File: config.mk
export PLATFORM = sky130hd
export DESIGN_NAME = seg_scan_driver_flat
export DESIGN_NICKNAME = d
export VERILOG_FILES = /design/src/rtl/seg_scan_driver_if.sv /design/src/rtl/seg_scan_driver.sv /design/src/flat_wrapper.sv
export SDC_FILE = /design/constraint.sdc
export NUM_CORES = 1
export LEC_CHECK = 0
export CAP_MARGIN = 20
export CORE_ASPECT_RATIO = 1.1
export CORE_UTILIZATION = 55
export DETAILED_ROUTE_END_ITERATION = 8
export DONT_BUFFER_PORTS = 1
export MAX_ROUTING_LAYER = met4
export PLACE_DENSITY = 0.7
export SETUP_SLACK_MARGIN = 0.3
export SLEW_MARGIN = 0
export SYNTH_ARGS = -nofsm -noshare
export SYNTH_HDL_FRONTEND = slang
export SYNTH_SLANG_ARGS = --single-unit
export TNS_END_PERCENT = 30
File: constraint.sdc
create_clock -name clk -period 6.8 [get_ports clk]
set_clock_uncertainty 0.2 [all_clocks]
set_input_delay 0.68 -clock clk [delete_from_list [all_inputs] [get_ports clk]]
set_output_delay 0.68 -clock clk [all_outputs]
set_load 0.01 [all_outputs]
File: src/rtl/seg_scan_driver_if.sv
// Frame-in / scan-out bundle for the 8-digit 7-segment scan driver.
// The master supplies the frame and blink mask; the slave drives the display.
interface seg_scan_driver_if;
  logic [55:0] seg_in;
  logic [7:0]  blink_mask;
  logic [6:0]  seg_out;
  logic [7:0]  an_out;
  logic        frame_done;

  modport master (
    output seg_in,
    output blink_mask,
    input  seg_out,
    input  an_out,
    input  frame_done
  );

  modport slave (
    input  seg_in,
    input  blink_mask,
    output seg_out,
    output an_out,
    output frame_done
  );
endinterface

File: src/rtl/seg_scan_driver.sv
// Time-multiplexed 8-digit 7-segment driver with a blank guard at each
// digit switch, per-frame snapshots and per-digit blinking.
module seg_scan_driver #(
  parameter int CLK_DIV      = 50000,
  parameter int BLANK_CYCLES = 16,
  parameter int BLINK_FRAMES = 64
) (
  input  logic          clk,
  input  logic          rst_n,
  seg_scan_driver_if.slave bus
);

  localparam int CW = (CLK_DIV > 1) ? $clog2(CLK_DIV) : 1;
  localparam int BW = (BLINK_FRAMES > 1) ? $clog2(BLINK_FRAMES) : 1;

  localparam logic [CW-1:0] CNT_MAX   = CW'(CLK_DIV - 1);
  localparam logic [CW-1:0] BLANK_END = CW'(BLANK_CYCLES);
  localparam logic [BW-1:0] BLINK_MAX = BW'(BLINK_FRAMES - 1);

  logic [CW-1:0]   cnt_q, cnt_d;
  logic [2:0]      digit_q, digit_d;
  logic [BW-1:0]   blink_cnt_q, blink_cnt_d;
  logic            phase_q, phase_d;
  logic            load_pending_q;
  logic [7:0][6:0] shadow_q, shadow_d;
  logic [7:0]      mask_q, mask_d;

  logic            slot_end;
  logic            wrap;
  logic            blank;
  logic [6:0]      seg_d;
  logic [7:0]      an_d;

  // Outputs are derived from next-state values so the registered
  // drive lines up with the slot position the counter lands on.
  always_comb begin
    slot_end    = 1'b0;
    wrap        = 1'b0;
    cnt_d       = cnt_q;
    digit_d     = digit_q;
    blink_cnt_d = blink_cnt_q;
    phase_d     = phase_q;
    shadow_d    = shadow_q;
    mask_d      = mask_q;
    blank       = 1'b1;
    seg_d       = 7'h7F;
    an_d        = 8'hFF;

    slot_end = (cnt_q == CNT_MAX);
    wrap     = slot_end && (digit_q == 3'd7);

    if (slot_end) begin
      cnt_d   = '0;
      digit_d = digit_q + 3'd1;
    end else begin
      cnt_d   = cnt_q + CW'(1);
    end

    if (wrap) begin
      if (blink_cnt_q == BLINK_MAX) begin
        blink_cnt_d = '0;
        phase_d     = ~phase_q;
      end else begin
        blink_cnt_d = blink_cnt_q + BW'(1);
      end
    end

    if (load_pending_q || wrap) begin
      shadow_d = bus.seg_in;
      mask_d   = bus.blink_mask;
    end

    blank = (cnt_d < BLANK_END);
    if (!blank) begin
      an_d = ~(8'd1 << digit_d);
      if (!(phase_d && mask_d[digit_d])) begin
        seg_d = shadow_d[digit_d];
      end
    end
  end

  always_ff @(posedge clk) begin
    if (!rst_n) begin
      cnt_q          <= '0;
      digit_q        <= '0;
      blink_cnt_q    <= '0;
      phase_q        <= 1'b0;
      load_pending_q <= 1'b1;
      shadow_q       <= {8{7'h7F}};
      mask_q         <= '0;
      bus.seg_out    <= 7'h7F;
      bus.an_out     <= 8'hFF;
      bus.frame_done <= 1'b0;
    end else begin
      cnt_q          <= cnt_d;
      digit_q        <= digit_d;
      blink_cnt_q    <= blink_cnt_d;
      phase_q        <= phase_d;
      load_pending_q <= 1'b0;
      shadow_q       <= shadow_d;
      mask_q         <= mask_d;
      bus.seg_out    <= seg_d;
      bus.an_out     <= an_d;
      bus.frame_done <= wrap;
    end
  end

endmodule
File: src/flat_wrapper.sv
// flat-port wrapper written by rule: the top's interface ports become plain ports
module seg_scan_driver_flat 
#(
  parameter int CLK_DIV      = 50000,
  parameter int BLANK_CYCLES = 16,
  parameter int BLINK_FRAMES = 64
)
  (clk, rst_n, bus_seg_in, bus_blink_mask, bus_seg_out, bus_an_out, bus_frame_done);
  seg_scan_driver_if bus_i ();
  input  logic clk;
  input  logic rst_n;
  input wire logic [$bits(bus_i.seg_in)-1:0] bus_seg_in;
  input wire logic [$bits(bus_i.blink_mask)-1:0] bus_blink_mask;
  output wire logic [$bits(bus_i.seg_out)-1:0] bus_seg_out;
  output wire logic [$bits(bus_i.an_out)-1:0] bus_an_out;
  output wire logic [$bits(bus_i.frame_done)-1:0] bus_frame_done;
  assign bus_i.seg_in = bus_seg_in;
  assign bus_i.blink_mask = bus_blink_mask;
  assign bus_seg_out = bus_i.seg_out;
  assign bus_an_out = bus_i.an_out;
  assign bus_frame_done = bus_i.frame_done;
  seg_scan_driver #(.CLK_DIV(CLK_DIV), .BLANK_CYCLES(BLANK_CYCLES), .BLINK_FRAMES(BLINK_FRAMES)) u_core (.clk(clk), .rst_n(rst_n), .bus(bus_i));
endmodule
==> results_tabular.tex <==
\begin{tabular}{lr}
\hline
Metric & Value \\
\hline
\multicolumn{2}{l}{\textbf{Run status}} \\
\quad Outcome & completed \\
\multicolumn{2}{l}{\textbf{STA}} \\
\quad Unrepaired setup endpoints after global routing & no \\
\quad Final hold violations & 0 \\
\quad Worst slew margin relative to its limit & 44.7\% \\
\quad Worst Max-Slew Pin Slew & 0.829 ns \\
\quad Max-slew violations & 0 \\
\quad Period utilization & 53.7\% \\
\quad Post-route setup TNS & 0 ns \\
\quad Setup violation total in the final timing report & 0 \\
\quad Minimum clock period & 3.65 ns \\
\quad Peak Freq & 274 MHz \\
\multicolumn{2}{l}{\textbf{Clock network}} \\
\quad Number of buffers added by the clock tree synthesis step & 9 \\
\quad Insertion delay of the later-clocked pin in the worst-skew pair & 0.37 ns \\
\quad TritonCTS clock tree & yes \\
\quad CTS Root Cell & sky130\_fd\_sc\_hd\_\_clkbuf\_8 \\
\quad Number of hold buffers added after cts & 0 \\
\quad Worst-path clk slew & 0.10 ns \\
\quad Maximum buffer depth of the clock tree & 2 \\
\quad Setup Fix Bufs, Post-CTS & 0 \\
\quad Number of H-tree branching levels & 3 \\
\quad Number of clock sinks seen by CTS & 107 \\
\quad Number of gates resized after CTS & 0 \\
\multicolumn{2}{l}{\textbf{Synth}} \\
\quad Warning count from the yosys run & 0 \\
\quad Synthesized flop and latch total & 107 \\
\quad Post-synthesis cell count & 482 \\
\quad Most frequently used flop master after synthesis & sky130\_fd\_sc\_hd\_\_dfxtp\_1 \\
\quad Yosys top cell area share & 46.5\% \\
\quad Library cell occupying the most area in the post-synthesis netlist & sky130\_fd\_sc\_hd\_\_dfxtp\_1 \\
\quad Post-synth EDFFs & 0 \\
\quad Register area share after synthesis & 46.5\% \\
\quad Cell Area, Synth & 4610 um\^{}2 \\
\quad Area contributors post-synth & sky130\_fd\_sc\_hd\_\_dfxtp\_1, sky130\_fd\_sc\_hd\_\_mux2i\_1, sky130\_fd\_sc\_hd\_\_nand2\_1, sky130\_fd\_sc\_hd\_\_o22ai\_1, sky130\_fd\_sc\_hd\_\_nor2\_1 \\
\quad Asr flop ratio synth & 0\% \\
\quad Number of nets in the synthesized netlist & 552 \\
\quad Mean instance size in the synthesized netlist & 9.56 um\^{}2 \\
\quad Number of unique standard cell types used by synthesis & 56 \\
\quad Most frequent cells after synthesis & sky130\_fd\_sc\_hd\_\_dfxtp\_1, sky130\_fd\_sc\_hd\_\_nand2\_1, sky130\_fd\_sc\_hd\_\_mux2i\_1, sky130\_fd\_sc\_hd\_\_nor2\_1, sky130\_fd\_sc\_hd\_\_o22ai\_1 \\
\quad Most instantiated library cell after synthesis & sky130\_fd\_sc\_hd\_\_dfxtp\_1 \\
\multicolumn{2}{l}{\textbf{Placement}} \\
\quad Final RePlAce weighted congestion & 0.836 \\
\quad HPWL reported at the end of detailed placement & 6990 um \\
\quad Placed instance area & 4590 um\^{}2 \\
\quad Count of buffers from port buffering & 0 \\
\multicolumn{2}{l}{\textbf{Die}} \\
\quad Die Span Y & 98.0 um \\
\quad Die span in x & 89.3 um \\
\quad Initial Utilization & 57.6\% \\
\quad Core region area & 8000 um\^{}2 \\
\quad Count of standard-cell rows & 34 \\
\quad IO Count & 82 \\
\quad Die footprint & 8750 um\^{}2 \\
\multicolumn{2}{l}{\textbf{Critical path}} \\
\quad Flop-to-flop setup slack & 3.15 ns \\
\quad Worst R2R Path Depth & 10 \\
\quad Endpoint of the worst register-to-register path & u\_core.bus.seg\_out[0] \\
\quad Maximum fanout count along the critical path & 24 \\
\quad Data required, critical path & 6.83 ns \\
\quad R2r startpoint & u\_core.digit\_q[0] \\
\quad Critical path's top delay family & simple AND/OR/NAND/NOR gates \\
\quad Crit Path Class & reg2reg \\
\quad Buffering stage count on the worst path with inverters included & 1 \\
\quad Crit start category & register \\
\quad Worst setup EP type & register \\
\quad Arr. time, crit path & 3.68 ns \\
\quad Cell Chain, Critical Path & ha\_1, ha\_1, and4\_1, and4\_1, nor2\_4, buf\_4, mux2i\_1, o22ai\_1, nor3\_1, o211ai\_1 \\
\quad CP max stage cell & sky130\_fd\_sc\_hd\_\_nor2\_4 \\
\quad Maximum cell stage delay along the critical path & 0.62 ns \\
\multicolumn{2}{l}{\textbf{Detailed routing}} \\
\quad Overall routed net length & 10100 um \\
\quad Drt first pass iters & 4 \\
\quad Drt via density & 5.91 \\
\quad Number of remaining DRC errors & 0 \\
\quad Total vias in the final route & 3432 \\
\quad Detailed router's first-iteration violation count & 180 \\
\quad Routed wire per std cell & 17.4 um \\
\quad Number of nets with antenna violations after routing & 0 \\
\multicolumn{2}{l}{\textbf{Power}} \\
\quad Clk pwr share & 33.7\% \\
\quad Pleak & 1.87 nW \\
\quad Net switching power & 0.000275 W \\
\quad Switching part of the total & 25.1\% \\
\quad Combinational power share & 6.3\% \\
\quad Sequential group share of total power & 60.0\% \\
\quad Power per cell area & 230 nW/um\^{}2 \\
\quad VDD IR max & 0.131 mV \\
\quad Cell-internal power & 0.000823 W \\
\multicolumn{2}{l}{\textbf{Global route}} \\
\quad Initial antenna violation count & 0 \\
\quad Global routing usage summed across all routing layers & 25.5\% \\
\quad GR Overflow Total & 0 \\
\quad Global-route wire length before repair & 16500 um \\
\quad Vias in the first global route & 3280 \\
\quad Maximum number of pins on one net before global-route repair & 64 \\
\multicolumn{2}{l}{\textbf{Flow run}} \\
\quad Max\_cap viols & 0 \\
\multicolumn{2}{l}{\textbf{Finish}} \\
\quad Area added between synthesis and finish & 3.61\% \\
\quad Cell area after layout & 4780 um\^{}2 \\
\quad Diode count & 0 \\
\quad Fraction of layout cells with a size suffix above 1 & 9.94\% \\
\quad Filler cells & 735 \\
\quad Layout net count & 538 \\
\multicolumn{2}{l}{\textbf{Min path}} \\
\quad Hold endpoint & u\_core.shadow\_q[34] \\
\quad Hold path start & rst\_n \\
\quad Path class of the lowest-slack min-delay path & in2reg \\
\quad Cell count of the worst hold path & 1 \\
\hline
\end{tabular}
## flip-flops by register name (all words and copies together), names as in the netlist
register and cells:
u_core.shadow_q 56, u_core.cnt_q 16, u_core.bus.an_out 8, u_core.mask_q 8
u_core.bus.seg_out 7, u_core.blink_cnt_q 6, u_core.digit_q 3, u_core.bus.frame_done 1
u_core.load_pending_q 1, u_core.phase_q 1
## cells by family after synthesis
group	after synthesis	share of synthesized area [%]
compound gates	70	10.5
xor+xnor	19	3.61
fa+ha+maj	4	1.09
buf+inv	41	5.08
flops	107	46.5
mux	65	14.3
simple gates	176	18.9
## layout by cell type, fill, tap and decap left out, types with 10 or more instances in the layout
| cell type | n |
|---|---|
| sky130_fd_sc_hd__o22ai_1 | 28 |
| sky130_fd_sc_hd__inv_1 | 10 |
| sky130_fd_sc_hd__o21ai_0 | 12 |
| sky130_fd_sc_hd__xnor2_1 | 11 |
| sky130_fd_sc_hd__nor3_1 | 21 |
| sky130_fd_sc_hd__nor2_1 | 31 |
| sky130_fd_sc_hd__nand2_1 | 72 |
| sky130_fd_sc_hd__mux2i_1 | 60 |
| sky130_fd_sc_hd__dfxtp_1 | 107 |
## metal layers
metal  GRT usage [%]  vias to the layer above  routed length [um]
met5               -                        -                   0
met4            10.0                        0                 233
met3            5.83                       16                 729
met2            37.1                      117                4660
met1            34.3                     1617                4510
li1                -                     1682                   -
## through the flow
| step | hold slack, ns | setup WS, ns | power (W) | util [%] | std cells |
|---|---|---|---|---|---|
| floorplan | 0.230 | 4.13 | 0.000736 | - | 482 |
| global placement | 0.239 | 3.26 | 0.000740 | 57.4 | 565 |
| detailed placement | 0.254 | 3.20 | 0.000743 | 57.4 | 565 |
| CTS | 0.157 | 3.18 | 0.00111 | 59.7 | 581 |
| global route | 0.158 | 2.91 | 0.00115 | 59.7 | 581 |
| finish | 0.172 | 3.15 | 0.00110 | 59.7 | 581 |
## worst max-delay path by stage
stage	from	end	slack (ns)	cells past startpoint
floorplan	u_core.digit_q[0]	u_core.bus.seg_out[0]	4.13	11
global placement	u_core.digit_q[0]	u_core.bus.seg_out[0]	3.26	10
detailed placement	u_core.digit_q[0]	u_core.bus.seg_out[0]	3.20	10
CTS	u_core.digit_q[0]	u_core.bus.seg_out[0]	3.18	10
global route	u_core.digit_q[0]	u_core.bus.seg_out[4]	2.91	10
finish	u_core.digit_q[0]	u_core.bus.seg_out[0]	3.15	10
## worst register-to-register path: cells and delay by family, from the launching register on
| family | cells | cell delay [ns] |
|---|---|---|
| simple gates | 4 | 1.50 |
| buf+inv | 1 | 0.50 |
| fa+ha+maj | 2 | 0.41 |
| flops | 1 | 0.40 |
| mux | 1 | 0.28 |
| compound gates | 2 | 0.23 |
## power groups by stage
stage	sequential [W]	clock (W)	combinational [W]
3_5_place_dp	0.000673	0	0.0000697
4_1_cts	0.000659	0.000379	0.0000698
6_report	0.000659	0.000370	0.0000695
3_3_place_gp	0.000673	0	0.0000679
5_1_grt	0.000662	0.000409	0.0000785
2_1_floorplan	0.000671	0	0.0000654
## cell type report
cell class,count,area (um^2),area share [%]
clock buffers,10,128,2.67
clock inverters,6,53.8,1.13
inverters,11,41.3,0.865
multi-input cells,334,2240,46.9
flip-flops and latches,107,2140,44.9
well taps,108,135,2.83
repair buffers,5,37.5,0.786
(Power assumes the default switching activity.)
